[config.mk]
export PLATFORM = sky130hd
export DESIGN_NAME = block_averager
export DESIGN_NICKNAME = d
export VERILOG_FILES = /design/src/rtl/block_averager.sv
export SDC_FILE = /design/constraint.sdc
export NUM_CORES = 1
export LEC_CHECK = 0
export BUFFER_PORTS_ARGS = -buffer_cell sky130_fd_sc_hd__buf_2
export CAP_MARGIN = 5
export CORE_UTILIZATION = 45
export CTS_CLUSTER_DIAMETER = 150
export DETAILED_ROUTE_END_ITERATION = 10
export PLACE_DENSITY_LB_ADDON = 0.12
export SLEW_MARGIN = 20
export SYNTH_ARGS = -nofsm -noshare
export SYNTH_HDL_FRONTEND = slang
export SYNTH_SLANG_ARGS = --single-unit
[constraint.sdc]
create_clock -name clk -period 4.7 [get_ports clk]
set_input_delay 0.235 -clock clk [delete_from_list [all_inputs] [get_ports clk]]
set_output_delay 0.235 -clock clk [all_outputs]
set_load 0.02 [all_outputs]
[src/rtl/block_averager.sv]
// block_averager: streaming mean over blocks of 2^L signed samples
// Ports:
//   clk, reset      rising-edge clock, asynchronous active-high reset
//   in_data/in_valid signed sample stream and its qualifier
//   enable          1 runs averaging, 0 aborts the current block and idles
//   log2_len        block length exponent, clamped to MAX_LOG2, latched per block
//   out_data        block mean (floor), held between results
//   out_valid       one-cycle pulse per new out_data
//   busy            high while accumulating
//   block_count     blocks emitted since reset, wrapping
module block_averager #(
    parameter int DATA_W   = 16,
    parameter int MAX_LOG2 = 10
) (
    input  logic                     clk,
    input  logic                     reset,
    input  logic signed [DATA_W-1:0] in_data,
    input  logic                     in_valid,
    input  logic                     enable,
    input  logic [3:0]               log2_len,
    output logic signed [DATA_W-1:0] out_data,
    output logic                     out_valid,
    output logic                     busy,
    output logic [31:0]              block_count
);
    localparam int AW = DATA_W + MAX_LOG2;
    localparam int CW = MAX_LOG2 + 1;
    localparam logic [3:0] MAXL = 4'(MAX_LOG2);

    typedef enum logic {IDLE, ACCUM} state_t;

    state_t              state_q, state_d;
    logic signed [AW-1:0] acc, sum;
    logic [CW-1:0]       cnt, last_idx;
    logic [3:0]          leff, lclamp;
    logic                accept, done;

    assign lclamp   = (log2_len > MAXL) ? MAXL : log2_len;
    assign sum      = acc + AW'(in_data);
    assign last_idx = (CW'(1) << leff) - CW'(1);
    assign busy     = (state_q == ACCUM);

    always_comb begin
        state_d = enable ? ACCUM : IDLE;
        accept  = (state_q == ACCUM) && enable && in_valid;
        done    = accept && (cnt == last_idx);
    end

    always_ff @(posedge clk or posedge reset) begin
        if (reset) begin
            state_q     <= IDLE;
            acc         <= '0;
            cnt         <= '0;
            leff        <= '0;
            out_data    <= '0;
            out_valid   <= 1'b0;
            block_count <= '0;
        end else begin
            state_q   <= state_d;
            out_valid <= done;
            if (state_q == IDLE) begin
                // clearing every idle cycle means the entry edge starts a fresh block
                acc  <= '0;
                cnt  <= '0;
                leff <= lclamp;
            end else if (done) begin
                out_data    <= DATA_W'(sum >>> leff);
                block_count <= block_count + 32'd1;
                acc         <= '0;
                cnt         <= '0;
                leff        <= lclamp;
            end else if (accept) begin
                acc <= sum;
                cnt <= cnt + CW'(1);
            end
        end
    end
endmodule
==> flow_summary.toml, run 1 <==
[run_status]
status = "finished clean"

[worst_setup_path]
worstSetupPathType = "register to register"
r2r_slack_ns = 0.41
crit_required_ns = 4.95
cp.arrival_ns = 4.54
critPathSlowestCell = "and2_1"
worst_setup_path_end_kind = "register"
rr_worst_depth = 15
cp_num_buf_inv = 3
critPathMaxStageDelay_ns = 0.48
cp.depth = 15
crit_path_cell_trace = "buf_4, inv_2, nor2_1, buf_4, nand2_1, ha_1, or4bb_1, a21oi_1, o21ai_0, a211oi_1, nand4bb_4, nor3_1, and2_1, nand4_1, xnor2_1"
startpoint_type = "register"
timing.rr.start = "leff[0]$_DFFE_PP0P_"
r2r_end = "block_count[7]$_DFFE_PP0P_"
critPathTopFamily = "simple AND/OR/NAND/NOR gates"
crit_top_cell = "buf_4"
worstPathMaxFanout = 26

[grt]
busiest_layer = "met2"
grt_first_pass_wirelength_um = 31900
grt_pass1_vias = 6078
grt_remaining_overflow = 0
use_met1_pct = 34.3
grtUsageTotal_pct = 25.4
grtUsageMet2_pct = 41.3
use_met3_pct = 4.36
antenna_found_initial = 0
grt_max_degree = 61

[synth]
avgSynthCellArea_um2 = 8.61
async_flop_share_pct = 100
synth_cells = 793
seq_area_frac_synth_pct = 33.3
yosys-top-cells-area = "dfrtp_1 (33%), nand2_1 (5.3%), ha_1 (5.1%)"
synthDominantCellAreaShare_pct = 33.3
ys_ff_latch = 91
synth_edf_count = 0
synth_cell_type_count = 70
synthTopCellsByCount = "nand2_1 (97), dfrtp_1 (91), nor2_1 (72)"
yosys_warnings = 0
dominantRegCellSynth = "dfrtp_1"
syn-num-nets = 846
synth_most_common_cell = "nand2_1"
syn-cell-area_um2 = 6830
yosys.area.top_type = "dfrtp_1"

[die]
io_pins = 74
dieArea_um2 = 15700
row_count = 44
die_width_um = 125
initial_core_util_pct = 46.6
die_y_um = 125
core-area_um2 = 14600

[final_layout]
n_fill_cell = 1372
final_nets = 896
num_antenna_cells = 0
area_growth_pct = 12.0
layout-drive-gt1-share_pct = 15.9

[timing]
setup_violations = 0
worst_pin_slew_ns = 0.773
rsz0062_at_grt = "false"
fin_skew_ns = 0.00961
timing.fmax_mhz = 233
setup-tns-final_ns = 0
post-route-min-period_ns = 4.29
slew_violations = 0
slew_headroom_pct = 48.5
hold_violations = 0
fin_crit_sh_pct = 91.3

[drt]
wl_um = 19400
drtPass1Iterations = 9
viasPerCell = 6.21
ant_nets = 0
drtIter0Drc = 527
wl_per_cell_um = 18.8
vias = 6412
drc = 0

[placed_design]
portBuffers = 73
place_congestion = 0.902
dpl.hpwl_um = 14200

[power]
power.leakage_nw = 3.48
p_per_area_nw_per_um2 = 295
ir_worst_vdd_v = 0.000157
p_total_w = 0.00226

[clock_network]
cts_sinks = 91
clockBufferDepth = 2
htree_levels = 3
clock_latency_ns = 0.36
root_buffer = "clkbuf_16"
numCtsBuffers = 9
clkSlewWorstSetupHoldPaths_ns = 0.08
cts_tree = "done"

[worst_hold_path]
min_from = "enable"
whs_endpoint = "busy$_DFF_PP0_"
hold_depth = 1
min_path_type = "input port to register"

[run]
maxCapViolations = 0
==> logic make-up (layout without fill, tap and decap cells) <==
| group | Yosys count | count (layout) | share of synthesized area, % |
|---|---|---|---|
| AOI/OAI and AO/OA | 221 | 221 | 21.7 |
| and+or+nand+nor | 298 | 298 | 21.1 |
| buffers and inverters | 56 | 111 | 3.19 |
| DFF | 91 | 91 | 33.3 |
| adders and majority gates | 29 | 29 | 5.42 |
| muxes | 32 | 32 | 6.83 |
| xor gates and xnor gates | 66 | 66 | 8.46 |
==> layout by cell type, fill, tap and decap left out, types with 4 or more instances in the layout <==
cell,netlist,layout
o21a_1,6,6
o31ai_1,4,4
buf_4,1,11
o21ai_0,54,54
nand4_1,23,23
buf_2,3,73
xor2_1,27,27
a211oi_1,15,15
a31oi_1,4,4
mux2_2,7,7
and3_1,15,15
a21o_1,8,8
mux2i_1,14,14
nand3_1,23,23
nor2_1,72,71
a21oi_1,52,52
nor3_1,21,21
inv_1,6,5
clkbuf_16,0,9
a22oi_1,5,5
ha_1,28,28
a221oi_1,5,5
o211ai_1,6,6
and4_1,8,8
mux4_2,11,11
nor2b_1,4,4
nor4_1,8,8
xnor2_1,39,39
nand2_1,97,97
a22o_1,19,19
dfrtp_1,91,91
and2_1,10,9
a211o_1,4,4
o21bai_1,5,5
==> registers in the layout (all words and copies together), names as in the netlist <==
| register | flops |
|---|---|
| block_count | 32 |
| acc | 26 |
| out_data | 16 |
| cnt | 11 |
| leff | 4 |
| busy | 1 |
| out_valid | 1 |
==> per-stage QoR <==
stage | instances | cell area [um2] | util (%) | worst slack, ns | hold WS, ns
6_report | 1032 | 7650 | 52.2 | 0.408 | 0.00739
5_1_grt | 1032 | 7650 | 52.2 | 0.146 | 0.00700
4_1_cts | 1032 | 7640 | 52.1 | 0.419 | 0.000611
3_5_place_dp | 1015 | 7330 | 50.1 | 0.472 | 0.273
3_3_place_gp | 1015 | 7330 | 50.1 | 0.682 | 0.272
2_1_floorplan | 793 | 6830 | - | 0.999 | 0.266
==> what timing repair did <==
action	4_1_cts	5_1_grt
hold endpoints to repair	31	0
hold buffers	1	0
gates resized for setup	0	2
setup endpoints to repair	0	13
buffers inserted	0	0
==> report_power, final <==
group	leakage (nW)	switching, W	internal [W]	total [W]
clock network	0.135	0.000357	0.000373	0.000730
registers	1.25	0.0000176	0.000804	0.000821
logic	2.10	0.000444	0.000261	0.000705
==> how the worst max path moves through the flow <==
stage	slack (ns)	endpoint	from
final	0.41	block_count[7]$_DFFE_PP0P_	leff[0]$_DFFE_PP0P_
after global routing	0.15	block_count[21]$_DFFE_PP0P_	leff[0]$_DFFE_PP0P_
after CTS	0.42	block_count[7]$_DFFE_PP0P_	leff[0]$_DFFE_PP0P_
after detailed placement	0.47	block_count[7]$_DFFE_PP0P_	leff[0]$_DFFE_PP0P_
after global placement	0.68	block_count[27]$_DFFE_PP0P_	leff[1]$_DFFE_PP0P_
after floorplan	1.0	block_count[9]$_DFFE_PP0P_	leff[0]$_DFFE_PP0P_
==> per-layer routing <==
layer	routed length (um)	vias up	part of all wire (%)
met5	0	-	0
met1	8850	3116	46
met3	1010	34	5.2
met4	437	0	2.3
li1	-	3043	-
met2	9060	219	47
==> cell type report <==
| cell class | instances | area [um2] | area share, % |
|---|---|---|---|
| Clock inverter | 7 | 70.1 | 0.916 |
| Tap cell | 184 | 230 | 3.01 |
| Inverter | 10 | 40.0 | 0.523 |
| Multi-Input combinational cell | 646 | 4350 | 56.9 |
| Clock buffer | 9 | 225 | 2.94 |
| Sequential cell | 91 | 2280 | 29.8 |
| Timing Repair Buffer | 85 | 458 | 5.99 |
Power figures use the tool's default switching activity.
==> inputs of run 2 (changes only) <==
Settings changed: ABC_AREA from default to 1, PLACE_DENSITY_LB_ADDON 0.12 to 0.3.
==> flow_summary.toml, run 2 <==
[run_status]
status = "finished clean"

[worst_hold_path]
min_from = "log2_len[0]"
min_path_type = "input port to register"
whs_endpoint = "leff[0]$_DFFE_PP0P_"
hold_depth = 3

[timing]
worst_pin_slew_ns = 1.02
setup-tns-final_ns = 0
slew_headroom_pct = 31.6
hold_violations = 0
post-route-min-period_ns = 3.50
fin_crit_sh_pct = 74.5
rsz0062_at_grt = "false"
timing.fmax_mhz = 285
fin_skew_ns = 0.0105
slew_violations = 0
setup_violations = 0

[final_layout]
largest_register = "block_count"
stdcell_area_um2 = 8640
final_common_cell = "nand2_1"
largest_reg_flops = 32
reg.largest.list = "block_count (32), acc (26), out_data (16)"
layout_common_cells = "nand2_1 (429), nand3_1 (195), inv_1 (127)"
layout-drive-gt1-share_pct = 10.5
area_growth_pct = 10.8
utilization_pct = 51.6
final_nets = 1331
num_antenna_cells = 0

[synth]
synth_most_common_cell = "nand2_1"
seq_area_frac_synth_pct = 29.2
synth_fa_ha_area_share_pct = 4.75
synth.mux.area_fraction_pct = 0
synthDominantCellAreaShare_pct = 29.2
synth_edf_count = 0
async_flop_share_pct = 100
synthTopCellsByCount = "nand2_1 (429), nand3_1 (195), inv_1 (128)"
synth-xor-area-share_pct = 6.79
syn-cell-area_um2 = 7800
avgSynthCellArea_um2 = 6.40
synth_cells = 1218
dominantRegCellSynth = "dfrtp_1"
yosys_warnings = 0
yosys.area.top_type = "dfrtp_1"
syn-num-nets = 1271
synth_top_family_by_area = "simple AND/OR/NAND/NOR gates"
yosys.area_share.simple_pct = 45.6
synth-compound-area-share_pct = 4.65
ys_ff_latch = 91
yosys-top-cells-area = "dfrtp_1 (29%), nand2_1 (21%), nand3_1 (13%)"
synth_cell_type_count = 51

[clock_network]
numCtsBuffers = 9
clockBufferDepth = 2
cts_tree = "done"
htree_levels = 3
cts_sinks = 91
clkSlewWorstSetupHoldPaths_ns = 0.08
clock_latency_ns = 0.36
root_buffer = "clkbuf_16"

[power]
power.leakage_nw = 4.80
p_comb_share_pct = 30.5
p_per_area_nw_per_um2 = 269
p_clk_share_pct = 33.9
ir_worst_vdd_v = 0.000192
p_int_w = 0.00145
p_seq_share_pct = 35.6
p_sw_share_pct = 37.6
power.net_switching_w = 0.000874

[worst_setup_path]
timing.rr.start = "leff[1]$_DFFE_PP0P_"
r2r_slack_ns = 1.20
crit_required_ns = 4.97
r2r_end = "out_data[7]$_DFFE_PP0P_"
worstSetupPathType = "register to register"
startpoint_type = "register"
rr_worst_depth = 13
cp.arrival_ns = 3.78
worstPathMaxFanout = 21
worst_setup_path_end_kind = "register"

[grt]
grtUsageMet2_pct = 40.9
grt_remaining_overflow = 0
busiest_layer = "met2"
grt_pass1_vias = 7335
grtUsageTotal_pct = 26.6
use_met1_pct = 38.7
grt_first_pass_wirelength_um = 37500
use_met3_pct = 3.20
grt_max_degree = 51
antenna_found_initial = 0

[placed_design]
place_congestion = 0.955
dpl.hpwl_um = 17700
placed_area_um2 = 8310
portBuffers = 73

[drt]
vias = 7994
wl_per_cell_um = 15.2
viasPerCell = 5.32
wl_um = 22900
drc = 0
ant_nets = 0
drtPass1Iterations = 5
drtIter0Drc = 595

[die]
die_width_um = 134
initial_core_util_pct = 46.5
row_count = 47
dieArea_um2 = 17900
die_y_um = 134
io_pins = 74
core-area_um2 = 16800

[run]
maxCapViolations = 0
run 2: changes by cell type after synthesis, moves of 15 or more:
cell and change:
clkbuf_1 -23, o21ai_0 -32, a211oi_1 -15, inv_1 +122, nand3_1 +172, a21oi_1 -36, nand2_1 +332, nor2_1 +26
a22o_1 -19
run 2: worst max-delay path by stage:
stage                                       end                 from  slack (ns)  depth (start not counted)
floorplan           block_count[13]$_DFFE_PP0P_  leff[0]$_DFFE_PP0P_        2.06                         18
finish                  out_data[7]$_DFFE_PP0P_  leff[1]$_DFFE_PP0P_        1.20                         13
CTS                     out_data[7]$_DFFE_PP0P_  leff[1]$_DFFE_PP0P_        1.19                         13
global route           out_data[10]$_DFFE_PP0P_  leff[1]$_DFFE_PP0P_        0.87                         14
detailed placement      out_data[7]$_DFFE_PP0P_  leff[1]$_DFFE_PP0P_        1.23                         12
global placement        out_data[7]$_DFFE_PP0P_  leff[1]$_DFFE_PP0P_        1.45                         13
run 2: kinds of logic after synthesis:
group / Yosys count
flip-flops: 91
buffers and inverters: 170
AO/OA/AOI/OAI: 61
AND/OR/NAND/NOR: 810
XOR/XNOR: 57
adder cells (fa/ha/maj): 29
run 2: per-layer routing:
metal / vias up / wire length [um]
li1: 4039 / -
met1: 3702 / 11400
met2: 225 / 9960
met3: 28 / 1110
met4: 0 / 390
met5: - / 0
run 2: worst max-delay path: stages, from the launching register on:
cell and delay [ns]:
dfrtp_1 0.57, buf_4 0.30, nor2_2 0.24, nand2_1 0.12, ha_1 0.32, xor2_1 0.21, nand2_1 0.10, nor2_1 0.09
nand4_1 0.10, nor2_1 0.12, nand3_2 0.42, inv_2 0.48, or2_2 0.17, a21boi_0 0.16
run 2: metrics by stage:
step / total power, W / instances / hold WS, ns / setup WS (ns)
after CTS: 0.00233 / 1503 / 0.129 / 1.19
after detailed placement: 0.00154 / 1485 / 0.333 / 1.23
after global placement: 0.00153 / 1485 / 0.333 / 1.45
after floorplan: 0.00137 / 1218 / 0.266 / 2.06
after global routing: 0.00246 / 1503 / 0.141 / 0.871
final: 0.00232 / 1503 / 0.136 / 1.20
run 2: power groups by stage:
stage	sequential [W]	combinational (W)	clock, W
5_1_grt	0.000832	0.000799	0.000825
3_3_place_gp	0.000843	0.000692	0
4_1_cts	0.000828	0.000700	0.000802
6_report	0.000828	0.000709	0.000787
3_5_place_dp	0.000843	0.000694	0
2_1_floorplan	0.000833	0.000532	0
run 2: repair_timing:
item / CTS / global route
hold endpoints to repair: 42 / 0
hold buffers: 2 / 0
buffers inserted: 0 / 0
gates resized for setup: 0 / 0
run 2: layout make-up:
type	instances	area, um2
fill	1750	8120
multi-input combinational	957	4810
sequential	91	2280
inverter	136	520
timing repair buffer	83	445
tap	220	275
clock buffer	9	225
clock inverter	7	82.6
==> inputs of run 3 (changes only) <==
Clock period 4.7 ns to 3.2 ns, I/O delays scaled along.
==> flow_summary.toml, run 3 (synthesis gave the netlist of run 2 again) <==
[run_status]
status = "finished, violations left"
violations = "hold timing"

[timing]
fin_ws_ns = 0.365
fin_skew_ns = 0.0157
post-route-min-period_ns = 2.84
worst_pin_slew_ns = 0.866
hold_ws_ns = -0.0289
setup_violations = 0
hold_violations = 37
slew_headroom_pct = 42.3
rsz0062_at_grt = "false"
fin_crit_sh_pct = 88.6
setup-tns-final_ns = 0
timing.fmax_mhz = 353
slew_violations = 0

[worst_hold_path]
min_path_type = "input port to async pin"

[drt]
wl_per_cell_um = 15.2
ant_nets = 0
viasPerCell = 5.31
drc = 0
drtIter0Drc = 555
vias = 8011
drtPass1Iterations = 6
wl_um = 22900

[grt]
antenna_found_initial = 0
grt_pass1_vias = 7695
grt_remaining_overflow = 0
grt_max_degree = 67
grtUsageTotal_pct = 27.1
grt_first_pass_wirelength_um = 38300

[clock_network]
cts_tree = "done"
cts_sinks = 91
clock_latency_ns = 0.37
post_cts_resized = 0
htree_levels = 3
clkSlewWorstSetupHoldPaths_ns = 0.08
clockBufferDepth = 2
root_buffer = "clkbuf_16"
numCtsBuffers = 9

[worst_setup_path]
crit_path_cell_trace = "nor2_8, nand2_1, ha_1, xor2_1, nand2_1, nor3_1, nand4_1, nor2_2, nand2_2, nor2_4, nand3b_1, xnor2_1"
startpoint_type = "register"
crit_top_cell = "nand2_1"
critPathSlowestCell = "dfrtp_1"
crit_required_ns = 3.44
worstSetupPathType = "register to register"
critPathMaxStageDelay_ns = 0.44
worstPathMaxFanout = 15
cp.arrival_ns = 3.08
worst_setup_path_end_kind = "register"
r2r_slack_ns = 0.36

[die]
dieArea_um2 = 17900
die_width_um = 134
row_count = 47
initial_core_util_pct = 46.5
core-area_um2 = 16800
io_pins = 74
die_y_um = 134

[power]
ir_worst_vdd_v = 0.000273
power.leakage_nw = 4.83
p_per_area_nw_per_um2 = 397

[final_layout]
num_antenna_cells = 0
reg.largest.list = "block_count (32), acc (26), out_data (16)"
area_growth_pct = 11.5
largest_reg_flops = 32
n_fill_cell = 1762
regArea_um2 = 2280
layout_common_cells = "nand2_1 (429), nand3_1 (195), inv_1 (127)"
stdcell_area_um2 = 8690
multiInputGateArea_um2 = 4810
final_common_cell = "nand2_1"
layout-drive-gt1-share_pct = 11.0
final_nets = 1337
largest_register = "block_count"

[placed_design]
place_ws_ns = 0.440
place_congestion = 0.944
placed_area_um2 = 8370
dpl.hpwl_um = 17500
portBuffers = 73

[run]
maxCapViolations = 0
-- run 3: changes by cell type in the layout (fill, tap and decap cells not counted), sizes merged --
cell	before	now
dlygate4sd3	2	1
buf	81	88
-- run 3: metal layers --
layer	global-route usage [%]	up-vias	wire length, um
met5	0	-	0
met4	9.91	0	533
met3	3.12	41	1090
met2	43.7	248	10300
met1	37.3	3669	11000
li1	-	4053	-
-- run 3: timing repair --
| action | 4_1_cts | 5_1_grt |
|---|---|---|
| buffers inserted | 0 | 0 |
| endpoints found under the hold margin | 1 | 0 |
| hold buffers | 1 | 0 |
-- run 3: layout make-up --
type / count / share of cell area [%]
clock buffers: 9 / 2.59
clock inverters: 7 / 1.08
inverters: 136 / 5.99
multi-input cells: 957 / 55.4
flip-flops and latches: 91 / 26.2
well taps: 220 / 3.17
repair buffers: 89 / 5.61
-- run 3: where the power goes --
| part | internal [W] | switching, W | total, W |
|---|---|---|---|
| Clock | 0.000629 | 0.000560 | 0.00119 |
| Combinational | 0.000334 | 0.000717 | 0.00105 |
| Sequential | 0.00118 | 0.0000266 | 0.00121 |
-- run 3: path summary, 6_finish.rpt --
path	start	depth (start not counted)	to
max	leff[2]$_DFFE_PP0P_	12	block_count[16]$_DFFE_PP0P_
min	reset	2	block_count[31]$_DFFE_PP0P_
max reg2reg	leff[2]$_DFFE_PP0P_	12	block_count[16]$_DFFE_PP0P_
min reg2reg	out_data[15]$_DFFE_PP0P_	2	out_data[15]$_DFFE_PP0P_
max in group asynchronous	reset	3	cnt[0]$_DFFE_PP0P_
min in group clk	log2_len[0]	3	leff[0]$_DFFE_PP0P_
-- run 3: stage by stage --
step / cells / util (%) / total power, W
floorplan: 1218 / - / 0.00201
global placement: 1492 / 49.9 / 0.00226
detailed placement: 1492 / 49.9 / 0.00227
global route: 1509 / 51.9 / 0.00366
CTS: 1509 / 51.9 / 0.00346
finish: 1509 / 51.9 / 0.00345
-- run 3: critical path: cells and delay by family, from the launching register on --
kind,cells,cell delay [ns]
fa+ha+maj,1,0.31
simple gates,9,1.56
xor+xnor,2,0.39
flops,1,0.44
